File: src/rtl/kbd_line_ctrl_pkg.sv
// Purpose: shared ASCII constants, line-editor state type and character classifier.
// Latency: n/a (declarations only).
// Backpressure: n/a.
package kbd_pkg;

  localparam logic [7:0] ASC_BEL = 8'h07;
  localparam logic [7:0] ASC_BS  = 8'h08;
  localparam logic [7:0] ASC_CR  = 8'h0D;
  localparam logic [7:0] ASC_SP  = 8'h20;
  localparam logic [7:0] ASC_DEL = 8'h7F;

  typedef enum logic {
    EDIT  = 1'b0,
    FLUSH = 1'b1
  } line_state_t;

  // Printable ASCII is SP..'~'; DEL and all control codes are excluded.
  function automatic logic is_printable(input logic [7:0] c);
    return (c >= ASC_SP) && (c < ASC_DEL);
  endfunction

endpackage

File: src/rtl/kbd_line_ctrl_if.sv
// Purpose: completed-line byte stream (valid/ready) between line editor and consumer.
// Latency: n/a (wiring only).
// Backpressure: consumer holds line_ready low to stall; producer holds data/last stable.
// Ports: line_data/line_valid/line_last driven by master, line_ready driven by slave.
interface kbd_line_ctrl_if;
  logic [7:0] line_data;
  logic       line_valid;
  logic       line_ready;
  logic       line_last;

  modport master (output line_data, output line_valid, output line_last, input line_ready);
  modport slave  (input line_data, input line_valid, input line_last, output line_ready);
endinterface

File: src/rtl/kbd_line_buf.sv
// Purpose: DEPTH x 8 character store, one synchronous write port, one async read port.
// Latency: write visible on read port the cycle after we; read is combinational.
// Backpressure: none; no reset, contents survive reset.
// Ports: clk, we/waddr/wdata write port, raddr -> rdata read port.
module kbd_line_buf #(
  parameter int DEPTH = 32,
  parameter int AW    = (DEPTH > 1) ? $clog2(DEPTH) : 1
) (
  input  logic          clk,
  input  logic          we,
  input  logic [AW-1:0] waddr,
  input  logic [7:0]    wdata,
  input  logic [AW-1:0] raddr,
  output logic [7:0]    rdata
);

  // Sized to the full address space so every raddr value is a legal index;
  // entries at DEPTH and above are never written or selected by the controller.
  logic [7:0] mem [0:(1<<AW)-1];

  always_ff @(posedge clk) begin
    if (we) mem[waddr] <= wdata;
  end

  assign rdata = mem[raddr];

endmodule

File: src/rtl/kbd_line_ctrl.sv
// Purpose: line editor after the PS/2 wrapper: buffers printable chars, handles BS, streams line on CR.
// Latency: echo/drop/count one cycle after char_ready; line output starts the cycle after CR.
// Backpressure: line bytes held stable while line_ready low; chars arriving during a flush are dropped.
// Ports: clk, reset_n, char_data/char_ready in, echo_data/echo_valid out, line (master),
//        busy, drop, count.
module kbd_line_ctrl
  import kbd_pkg::*;
#(
  parameter int DEPTH = 32,
  parameter int CW    = $clog2(DEPTH + 1)
) (
  input  logic             clk,
  input  logic             reset_n,
  input  logic [7:0]       char_data,
  input  logic             char_ready,
  output logic [7:0]       echo_data,
  output logic             echo_valid,
  kbd_line_ctrl_if.master  line,
  output logic             busy,
  output logic             drop,
  output logic [CW-1:0]    count
);

  localparam int            AW      = (DEPTH > 1) ? $clog2(DEPTH) : 1;
  localparam logic [CW-1:0] DEPTH_C = CW'(DEPTH);
  localparam logic [CW-1:0] ONE     = CW'(1);

  line_state_t   state_q, state_d;
  logic [CW-1:0] count_q, rd_ptr_q;
  logic [7:0]    echo_data_q;
  logic          echo_valid_q, drop_q;

  logic          we, echo_go, drop_go;
  logic          cnt_inc, cnt_dec, cnt_clr, rd_clr, rd_adv;
  logic [7:0]    echo_byte, rdata;
  logic          more_chars;

  kbd_line_buf #(.DEPTH(DEPTH), .AW(AW)) u_buf (
    .clk   (clk),
    .we    (we),
    .waddr (count_q[AW-1:0]),
    .wdata (char_data),
    .raddr (rd_ptr_q[AW-1:0]),
    .rdata (rdata)
  );

  // rd_ptr == count selects the terminator slot.
  assign more_chars = (rd_ptr_q < count_q);

  always_ff @(posedge clk or negedge reset_n) begin
    if (!reset_n) state_q <= EDIT;
    else          state_q <= state_d;
  end

  always_comb begin
    state_d   = state_q;
    we        = 1'b0;
    echo_go   = 1'b0;
    echo_byte = char_data;
    drop_go   = 1'b0;
    cnt_inc   = 1'b0;
    cnt_dec   = 1'b0;
    cnt_clr   = 1'b0;
    rd_clr    = 1'b0;
    rd_adv    = 1'b0;
    case (state_q)
      EDIT: begin
        if (char_ready) begin
          if (is_printable(char_data)) begin
            echo_go = 1'b1;
            if (count_q < DEPTH_C) begin
              we      = 1'b1;
              cnt_inc = 1'b1;
            end else begin
              drop_go   = 1'b1;
              echo_byte = ASC_BEL;
            end
          end else if (char_data == ASC_BS) begin
            if (count_q != '0) begin
              cnt_dec = 1'b1;
              echo_go = 1'b1;
            end
          end else if (char_data == ASC_CR) begin
            echo_go = 1'b1;
            rd_clr  = 1'b1;
            state_d = FLUSH;
          end
        end
      end
      FLUSH: begin
        drop_go = char_ready;
        if (line.line_ready) begin
          if (more_chars) begin
            rd_adv = 1'b1;
          end else begin
            cnt_clr = 1'b1;
            state_d = EDIT;
          end
        end
      end
      default: state_d = EDIT;
    endcase
  end

  always_ff @(posedge clk or negedge reset_n) begin
    if (!reset_n) begin
      count_q      <= '0;
      rd_ptr_q     <= '0;
      echo_data_q  <= '0;
      echo_valid_q <= 1'b0;
      drop_q       <= 1'b0;
    end else begin
      if (cnt_clr)      count_q <= '0;
      else if (cnt_inc) count_q <= count_q + ONE;
      else if (cnt_dec) count_q <= count_q - ONE;

      if (rd_clr)      rd_ptr_q <= '0;
      else if (rd_adv) rd_ptr_q <= rd_ptr_q + ONE;

      echo_valid_q <= echo_go;
      if (echo_go) echo_data_q <= echo_byte;
      drop_q <= drop_go;
    end
  end

  assign line.line_valid = (state_q == FLUSH);
  assign line.line_data  = more_chars ? rdata : ASC_CR;
  assign line.line_last  = (rd_ptr_q == count_q) && (state_q == FLUSH);
  assign busy            = (state_q == FLUSH);
  assign echo_data       = echo_data_q;
  assign echo_valid      = echo_valid_q;
  assign drop            = drop_q;
  assign count           = count_q;

endmodule

File: src/flat_wrapper.sv
// flat-port wrapper written by rule: the top's interface ports become plain ports
module kbd_line_ctrl_flat import kbd_pkg::*;
#(
  parameter int DEPTH = 32,
  parameter int CW    = $clog2(DEPTH + 1)
)
  (clk, reset_n, char_data, char_ready, echo_data, echo_valid, busy, drop, count, line_line_data, line_line_valid, line_line_last, line_line_ready);
  kbd_line_ctrl_if line_i ();
  input  logic clk;
  input  logic reset_n;
  input  logic [7:0] char_data;
  input  logic char_ready;
  output logic [7:0] echo_data;
  output logic echo_valid;
  output logic busy;
  output logic drop;
  output logic [CW-1:0] count;
  output wire logic [$bits(line_i.line_data)-1:0] line_line_data;
  output wire logic [$bits(line_i.line_valid)-1:0] line_line_valid;
  output wire logic [$bits(line_i.line_last)-1:0] line_line_last;
  input wire logic [$bits(line_i.line_ready)-1:0] line_line_ready;
  assign line_line_data = line_i.line_data;
  assign line_line_valid = line_i.line_valid;
  assign line_line_last = line_i.line_last;
  assign line_i.line_ready = line_line_ready;
  kbd_line_ctrl #(.DEPTH(DEPTH), .CW(CW)) u_core (.clk(clk), .reset_n(reset_n), .char_data(char_data), .char_ready(char_ready), .echo_data(echo_data), .echo_valid(echo_valid), .line(line_i), .busy(busy), .drop(drop), .count(count));
endmodule
File: config.mk
export PLATFORM = sky130hd
export DESIGN_NAME = kbd_line_ctrl_flat
export DESIGN_NICKNAME = d
export VERILOG_FILES = /design/src/rtl/kbd_line_ctrl_pkg.sv /design/src/rtl/kbd_line_ctrl_if.sv /design/src/rtl/kbd_line_buf.sv /design/src/rtl/kbd_line_ctrl.sv /design/src/flat_wrapper.sv
export SDC_FILE = /design/constraint.sdc
export NUM_CORES = 1
export LEC_CHECK = 0
export CAP_MARGIN = 10
export CORE_ASPECT_RATIO = 1.5
export CORE_MARGIN = 2
export CORE_UTILIZATION = 65
export DETAILED_ROUTE_END_ITERATION = 7
export GPL_TIMING_DRIVEN = 0
export PLACE_DENSITY = 0.84
export SLEW_MARGIN = 20
export SYNTH_ARGS = -nofsm -noshare
export SYNTH_HDL_FRONTEND = slang
export SYNTH_SLANG_ARGS = --single-unit
File: constraint.sdc
create_clock -name clk -period 5.93 [get_ports clk]
set_input_delay 1.186 -clock clk [delete_from_list [all_inputs] [get_ports clk]]
set_output_delay 1.186 -clock clk [all_outputs]
set_load 0.02 [all_outputs]
=== After elaboration in Yosys (flattened, before gate mapping) ===
Memories as Yosys holds them, arrays and structs flattened.
Index checks and enable logic that the tools add are counted.

* $add $sub $neg: 3
* Magnitude comparators: 4
* Equality and inequality tests: 3
* Mux-type cells: 42
* Bitwise operators: 1
* Reductions and logical operators: 5

{| class="wikitable"
|+ Operators with widths
! operator !! number
|-
| $mux W8 || 5
|-
| $mux W1 || 30
|-
| $mux W6 || 5
|-
| $eq A8 B4 Y1 const B || 2
|-
| $add A6 B1 Y6 const B || 2
|-
| $ge A8 B6 Y1 const B || 1
|-
| $lt A8 B7 Y1 const B || 1
|-
| $eq A6 B6 Y1 || 1
|-
| $lt A6 B6 Y1 || 1
|-
| $lt A6 B6 Y1 const B || 1
|-
| $reduce_bool A6 Y1 || 1
|-
| $sub A6 B1 Y6 const B || 1
|-
| $pmux W1 S2 || 2
|-
| $reduce_bool A3 Y1 || 1
|-
| $logic_and A1 B1 Y1 || 2
|-
| $reduce_bool A2 Y1 || 1
|-
| $not A1 Y1 || 1
|}

* Bits in registers: 23
* RAM bits: 256
* Input bits: 12
* Output and inout bits: 27
* Logic and storage cells: 65
* Memories kept: 1

{| class="wikitable"
|+ Memories
! memory !! words !! bits a word !! rd ports !! clocked after memory_dff !! wr ports !! RTL line !! text
|-
| u_core.u_buf.mem || 32 || 8 || 1 || 0 || 1 || kbd_line_buf.sv:19 || <nowiki>logic [7:0] mem [0:(1<<AW)-1];</nowiki>
|}

=== Logic depth before layout (Yosys ltp) ===
Gate-level depths: netlist of run 1.

* Depth after elaboration: 9
* Gate-level depth with buffers: 11
* Gate-level depth less buffers: 11

=== Hierarchy ===
From an unflattened synthesis of run 1, not the netlist that was laid out.

* Cell total of the unflattened synthesis: 572
* Area total of the unflattened synthesis: 11409.7 um2

{| class="wikitable"
|+ Modules (own cells, without submodules)
! module !! instances !! cells an instance !! area an instance (um2) !! seq. area each (um2)
|-
| kbd_line_buf || 1 || 409 || 9893.2 || 7687.4
|-
| kbd_line_ctrl || 1 || 163 || 1516.5 || 575.6
|}

=== Least setup slack after synthesis of run 1 ===
No wires, ideal clock.

* Kind: register to output
* From: register u_core.count_q[1], in the netlist u_core.count[1]
* To: output line_line_data[1]
* Arrival time: 2.246 ns
* Required time: 4.744 ns
* Path slack: 2.498 ns
* Stages on the path, launching flop included: 9
* Buffers on the path: 0
* Cell sequence: dfrtp_1 > inv_1 > ha_1 > nor2b_1 > o21a_1 > o21bai_1 > and2_1 > nand2_1 > o22ai_1

* Word-level cells in the longest chain between the ends: 2

{| class="wikitable"
|+ Ends and longest elaborated chain
! element !! RTL line !! text
|-
| from (decl) || kbd_line_ctrl.sv:29 || <nowiki>logic [CW-1:0] count_q, rd_ptr_q;</nowiki>
|-
| from (signal assigned) || kbd_line_ctrl.sv:114 || <nowiki>else if (cnt_inc) count_q <= count_q + ONE;</nowiki>
|-
| from (signal assigned) || kbd_line_ctrl.sv:115 || <nowiki>else if (cnt_dec) count_q <= count_q - ONE;</nowiki>
|-
| $lt A6 B6 Y1 || kbd_line_ctrl.sv:48 || <nowiki>assign more_chars = (rd_ptr_q < count_q);</nowiki>
|-
| $mux W8 || kbd_line_ctrl.sv:127 || <nowiki>assign line.line_data = more_chars ? rdata : ASC_CR;</nowiki>
|-
| to (decl) || flat_wrapper.sv:18 || <nowiki>output wire logic [$bits(line_i.line_data)-1:0] line_line_data;</nowiki>
|}

Every way passes these cells.

=== Final worst setup path of run 1 ===
* From: register u_core.rd_ptr_q[0]
* To: output line_line_data[4]

* Word-level cells in the longest chain between the ends: 2
* Elaborated cells between the ends (all ways): 3
* Those cells by class: 1 x order compare; 1 x mux; 1 x memory

{| class="wikitable"
|+ Ends and longest elaborated chain
! element !! RTL line !! text
|-
| from (decl) || kbd_line_ctrl.sv:29 ||
|-
| from (signal assigned) || kbd_line_ctrl.sv:118 || <nowiki>else if (rd_adv) rd_ptr_q <= rd_ptr_q + ONE;</nowiki>
|-
| $mem_v2 Z32 W8 or $lt A6 B6 Y1 (tied branches) || -- ||
|-
| $mux W8 * || kbd_line_ctrl.sv:127 ||
|}

Every way passes the cells marked *; elsewhere a longest branch is shown, timed or not.

==> flow_metrics.tcl, run 1 <==
set metrics [dict create \
    status "finished, final reports clean" \
    dr.pass1.iters 7 \
    drc_errors 0 \
    dieArea_um2 18400 \
    rsz0062_at_grt "false" \
    hold_end "u_core.echo_data[7]" \
    diodes 0 \
    place.gp.congestion 0.887 \
    synth_area_leaders "edfxtp_1 (68%), mux4_2 (13%), dfrtp_1 (5.1%)" \
    max-slew-margin-rel 0.402 \
    drive_gt1_frac 0.205 \
    worstMarginPinSlew_ns 0.894 \
    setup_viol 0 \
    reg2reg_to "u_core.u_buf.mem[29][3]" \
    cap_violations 0 \
    finalNonFillerCells 868 \
    rows 58 \
    dp.final_hpwl_um 15800 \
    hp-class "flop to flop" \
    synthFlopType "edfxtp_1" \
    rr_worst_depth 5 \
    cellPowerDensity_nw_per_um2 417 \
    critPathCaptureType "output port" \
    crit_path_max_fanout 10 \
    hold_violations 0 \
    critical_path_class "flop to output port" \
    cts_tree "done" \
    min_from "u_core.echo_data[7]" \
    port_buffers 38 \
    h-tree-depth 1 \
    avgSynthCellArea_um2 19.4 \
    num_io_pins 39 \
    fmaxAchievable_ghz 0.205 \
    path_common_cell "buf_4" \
    die_h_um 165 \
    arrival_ns 3.70 \
    reg2reg_slack_ns 3.06 \
    power.total_w 0.00524 \
    ys_types 52 \
    postCtsResizedCells 0 \
    mostFrequentLayoutCells "edfxtp_1 (256), mux4_2 (64), nor2_1 (48)" \
    setup_ws_ns 1.05 \
    grt_overflow 0 \
    clk_pin_slew_ns 0.07 \
    slowest_stage "clkdlybuf4s50_1" \
    final_core_util 0.745 \
    initial_core_util 0.667 \
    ant_nets 0 \
    grtUsageTotal 0.270 \
    dp_cells 827 \
    post-place-ws_ns 0.756 \
    ir_drop_mv 0.361 \
    die_x_um 111 \
    hold_buffers 0 \
    r2r-start "u_core.busy" \
    wl_per_cell_um 27.5 \
    synth_area_um2 11200 \
    syn2layout_area_growth_pct 11.7 \
    yosys_warnings 0 \
    crit_chain "buf_2 -> buf_4 -> buf_4 -> inv_1 -> ha_1 -> nor2b_1 -> o21a_1 -> o21bai_1 -> and2_1 -> nand2_1 -> o22ai_1 -> clkdlybuf4s50_1" \
    ys_seq_area_frac 0.735 \
    skew_ns 0.0156 \
    fillCellCount 932 \
    cts_num_sinks 279 \
    grt_start_max_net_pins 37 \
    hold_path_depth 1 \
    nets 666 \
    final_common_cell "edfxtp_1" \
    syn_nets 603 \
    grt_pass1_vias 6156 \
    yosysTopAreaCell "edfxtp_1" \
    fin_crit_ns 4.88 \
    synth_top_area_frac 0.684 \
    cts_buffers 23 \
    grt_pass1_wl_um 36600 \
    vias 5944 \
    wl_um 23900 \
    drt_iter0_markers 587 \
    ys_ff_latch 279 \
    antenna_found_initial 0 \
    post_cts_buffers 0 \
    crit_path_start_kind "flop" \
    cpPeakStageDelay_ns 0.63 \
    p_leak_nw 4.09 \
    synth_cells 579 \
    clk_latency_ns 0.51 \
    maxSlewViolCount 0 \
    cts_buffer_depth 3 \
    setup-tns-final_ns 0 \
    synth_async_sr_flop_share 0.0824 \
    timing.final.crit_share 0.824 \
    synth-edff-count 256 \
    vias_per_cell 6.85 \
    cts-root-buf "clkbuf_16" \
    worstPathRequired_ns 4.74 \
    design.core.area_um2 16800 \
]
how the worst max path moves through the flow:
stage                            start                 endpoint  slack [ns]  depth (start not counted)
floorplan              u_core.count[1]        line_line_data[1]        2.50                          8
global placement          char_data[1]  u_core.u_buf.mem[28][1]         1.0                          6
detailed placement        char_data[5]  u_core.u_buf.mem[29][4]        0.76                          6
CTS                 u_core.rd_ptr_q[1]        line_line_data[2]        1.05                          7
global route        u_core.rd_ptr_q[0]        line_line_data[6]        0.82                         12
finish              u_core.rd_ptr_q[0]        line_line_data[4]        1.05                         12
metrics by stage:
step | hold WS, ns | instance area [µm²]
CTS | 0.527 | 12600
global route | 0.553 | 12500
floorplan | 0.509 | 11200
global placement | 0.484 | 11900
detailed placement | 0.504 | 11900
finish | 0.518 | 12500
logic make-up (layout without fill, tap and decap cells):
| logic type | count (synthesis) | count (layout) | share of synthesized area |
|---|---|---|---|
| simple gates | 96 | 96 | 0.0416 |
| fa+ha+maj | 12 | 12 | 0.0140 |
| buf+inv | 42 | 121 | 0.0179 |
| xor+xnor | 4 | 4 | 0.00312 |
| compound gates | 80 | 80 | 0.0578 |
| flops | 279 | 279 | 0.735 |
| mux | 66 | 66 | 0.130 |
final cells by class:
cell class              instances  area, µm²  area share
flip-flops and latches        279       8260       0.659
multi-input cells             258       2770       0.221
clock buffers                  30        622      0.0496
repair buffers                 38        335      0.0267
well taps                     210        263      0.0209
plain buffers                  24        134      0.0107
clock inverters                11       90.1     0.00718
inverters                      18       67.6     0.00538
synthesized netlist by cell type, types with 3 or more instances:
cell type  count
dfrtp_1       23
nor2b_1        4
o22ai_1        5
nor2_1        48
nand4_1        4
inv_1         18
a22oi_1        3
a21o_1         4
a21oi_1        4
nand3_1       18
a31oi_1        3
buf_6          3
nand2_1        8
o21ai_0        7
clkbuf_1       9
buf_4          4
a22o_1        16
edfxtp_1     256
mux4_2        64
buf_2          5
buf_1          3
a22o_2         4
ha_1          11
a221oi_1      16
per-layer routing:
metal | up-vias | track usage | wire [µm]
li1 | 2508 | - | -
met1 | 3007 | 0.335 | 8310
met2 | 346 | 0.478 | 12600
met3 | 83 | 0.0470 | 1890
met4 | 0 | 0.112 | 1090
met5 | - | 0 | 0
registers in the layout, summed over array words and instances (netlist names):
name	flops
u_core.u_buf.mem	256
u_core.echo_data	8
u_core.count	6
u_core.rd_ptr_q	6
u_core.busy	1
u_core.drop	1
u_core.echo_valid	1
where the power goes:
part / internal [W] / total, W / leakage (nW) / switching (W)
Clock: 0.000787 / 0.00144 / 0.344 / 0.000652
Sequential: 0.00220 / 0.00228 / 2.59 / 0.0000843
Combinational: 0.000716 / 0.00152 / 1.16 / 0.000801
critical path, delay by kind of cell, from the launching register on:
kind	cells	cell delay (ns)
compound gates	3	0.72
fa+ha+maj	1	0.13
buf+inv	5	1.34
flops	1	0.41
simple gates	3	0.56
(Power assumes the default switching activity.)
==> run 2: changes to the inputs <==
- CORE_UTILIZATION: 65 -> 61
- PLACE_DENSITY: 0.84 -> 0.79
- clock period: 5.93 -> 4.5 ns (I/O delays scaled with it)
==> flow_metrics.tcl, run 2 (same netlist as run 1, synthesis figures left out) <==
set metrics [dict create \
    drive_gt1_frac 0.212 \
    initial_core_util 0.624 \
    ir_drop_mv 0.357 \
    place.gp.congestion 0.858 \
    cpPeakStageDelay_ns 0.59 \
    drt_iter0_markers 668 \
    cts_buffer_depth 3 \
    grtUsageTotal 0.257 \
    grt_overflow 0 \
    final_core_util 0.704 \
    critical_path_class "flop to output port" \
    grt_pass1_wl_um 37000 \
    cap_violations 0 \
    arrival_ns 3.48 \
    gr-usage-met2 0.454 \
    drc_errors 0 \
    ant_nets 0 \
    skew_ns 0.00595 \
    regMostFlops "u_core.u_buf.mem" \
    antenna_found_initial 0 \
    port_buffers 38 \
    crit_path_max_fanout 10 \
    grt_start_max_net_pins 37 \
    hold_violations 0 \
    die_x_um 115 \
    setup_viol 0 \
    crit_path_start_kind "flop" \
    largest_reg_flops 256 \
    fin_crit_ns 4.38 \
    dp.final_hpwl_um 15800 \
    mostFrequentLayoutCells "edfxtp_1 (256), mux4_2 (64), nor2_1 (48)" \
    fillCellCount 1109 \
    cellPowerDensity_nw_per_um2 556 \
    critPathCaptureType "output port" \
    crit_chain "buf_2 -> buf_1 -> mux4_2 -> a221oi_1 -> a22oi_1 -> clkdlybuf4s50_1" \
    vias_per_cell 6.81 \
    dr.pass1.iters 6 \
    max-slew-margin-rel 0.415 \
    die_h_um 170 \
    clk_latency_ns 0.51 \
    cts_buffers 24 \
    vias 5982 \
    global_route.usage.met3 0.0367 \
    worstPathRequired_ns 3.60 \
    wl_per_cell_um 27.5 \
    wl_um 24100 \
    nets 667 \
    placed_cell_area_um2 11900 \
    use_met1 0.336 \
    cts_tree "done" \
    status "finished, final reports clean" \
    num_io_pins 39 \
    fmaxAchievable_ghz 0.228 \
    syn2layout_area_growth_pct 12.9 \
    h-tree-depth 1 \
    p_leak_nw 4.21 \
    cts-root-buf "clkbuf_16" \
    cts_num_sinks 279 \
    final_common_cell "edfxtp_1" \
    dieArea_um2 19500 \
    hp-class "input port to asynchronous set/reset pin" \
    grt_pass1_vias 6124 \
    rows 60 \
    timing.final.crit_share 0.973 \
    diodes 0 \
    grt-busiest-layer "met2" \
    final_cell_area_um2 12700 \
    design.core.area_um2 18000 \
    post_cts_buffers 0 \
    rsz0062_at_grt "false" \
    worstMarginPinSlew_ns 0.874 \
    clk_pin_slew_ns 0.07 \
    slowest_stage "buf_1" \
    maxSlewViolCount 0 \
]
==> run 2: cell count changes in the layout (fill, tap and decap cells not counted), moves of 2 or more <==
cell,change
clkinvlp_4,-3
dlymetal6s2s_1,+6
clkbuf_1,+2
clkbuf_16,+5
clkdlybuf4s50_1,-6
==> run 2: worst paths after layout <==
check	cells past startpoint	to	start	slack, ns
setup / recovery	6	line_line_data[3]	u_core.rd_ptr_q[1]	0.12
hold / removal	1	u_core.echo_data[6]	reset_n	0.38
setup reg to reg	5	u_core.u_buf.mem[31][1]	u_core.busy	1.68
hold reg to reg	1	u_core.echo_data[7]	u_core.echo_data[7]	0.52
max in group asynchronous	1	u_core.count[4]	reset_n	3.74
min in group clk	1	u_core.echo_data[7]	u_core.echo_data[7]	0.52
==> run 2: critical path, delay by kind of cell, from the launching register on <==
kind / cells / cell delay [ns]
DFF: 1 / 0.42
buffers and inverters: 3 / 1.49
muxes: 1 / 0.42
AOI/OAI and AO/OA: 2 / 0.62
==> run 2: final cells by class <==
class                   count  area, µm²  area share
plain buffers              24        140      0.0110
multi-input cells         258       2790       0.220
flip-flops and latches    279       8260       0.652
clock buffers              40        776      0.0612
inverters                  18       67.6     0.00533
repair buffers             38        350      0.0276
clock inverters             4       20.0     0.00158
well taps                 217        272      0.0214
==> run 2: per-layer routing <==
layer | part of all wire | vias up
li1 | - | 2515
met1 | 0.36 | 3035
met2 | 0.53 | 350
met3 | 0.075 | 82
met4 | 0.036 | 0
met5 | 0 | -
==> run 2: per-stage QoR <==
| stage | TNS, ns | hold WS (ns) | std cells | setup WS, ns | total power, W |
|---|---|---|---|---|---|
| CTS | 0 | 0.531 | 878 | 0.0562 | 0.00708 |
| finish | 0 | 0.380 | 878 | 0.121 | 0.00705 |
| floorplan | 0 | 0.509 | 579 | 1.35 | 0.00438 |
| detailed placement | -93.48 | 0.507 | 834 | -0.464 | 0.00505 |
| global route | 0 | 0.405 | 878 | 0.00803 | 0.00730 |
| global placement | -41.91 | 0.483 | 834 | -0.236 | 0.00499 |
==> run 2: report_power, final <==
group | internal [W] | switching, W
registers | 0.00290 | 0.000106
logic | 0.000948 | 0.00107
clock network | 0.00118 | 0.000860
total | 0.00502 | 0.00203
==> run 2: timing repair <==
action,4_1_cts,5_1_grt
gates resized for setup,3,12
cloned,0,0
hold endpoints to repair,0,0
hold buffers,0,0
setup endpoints to repair,8,8
==> run 3: changes to the inputs <==
- HOLD_SLACK_MARGIN: not set -> 0.08
==> results of run 3 <==
Same layout as run 2: the final DEF is identical, and so are final timing and power.
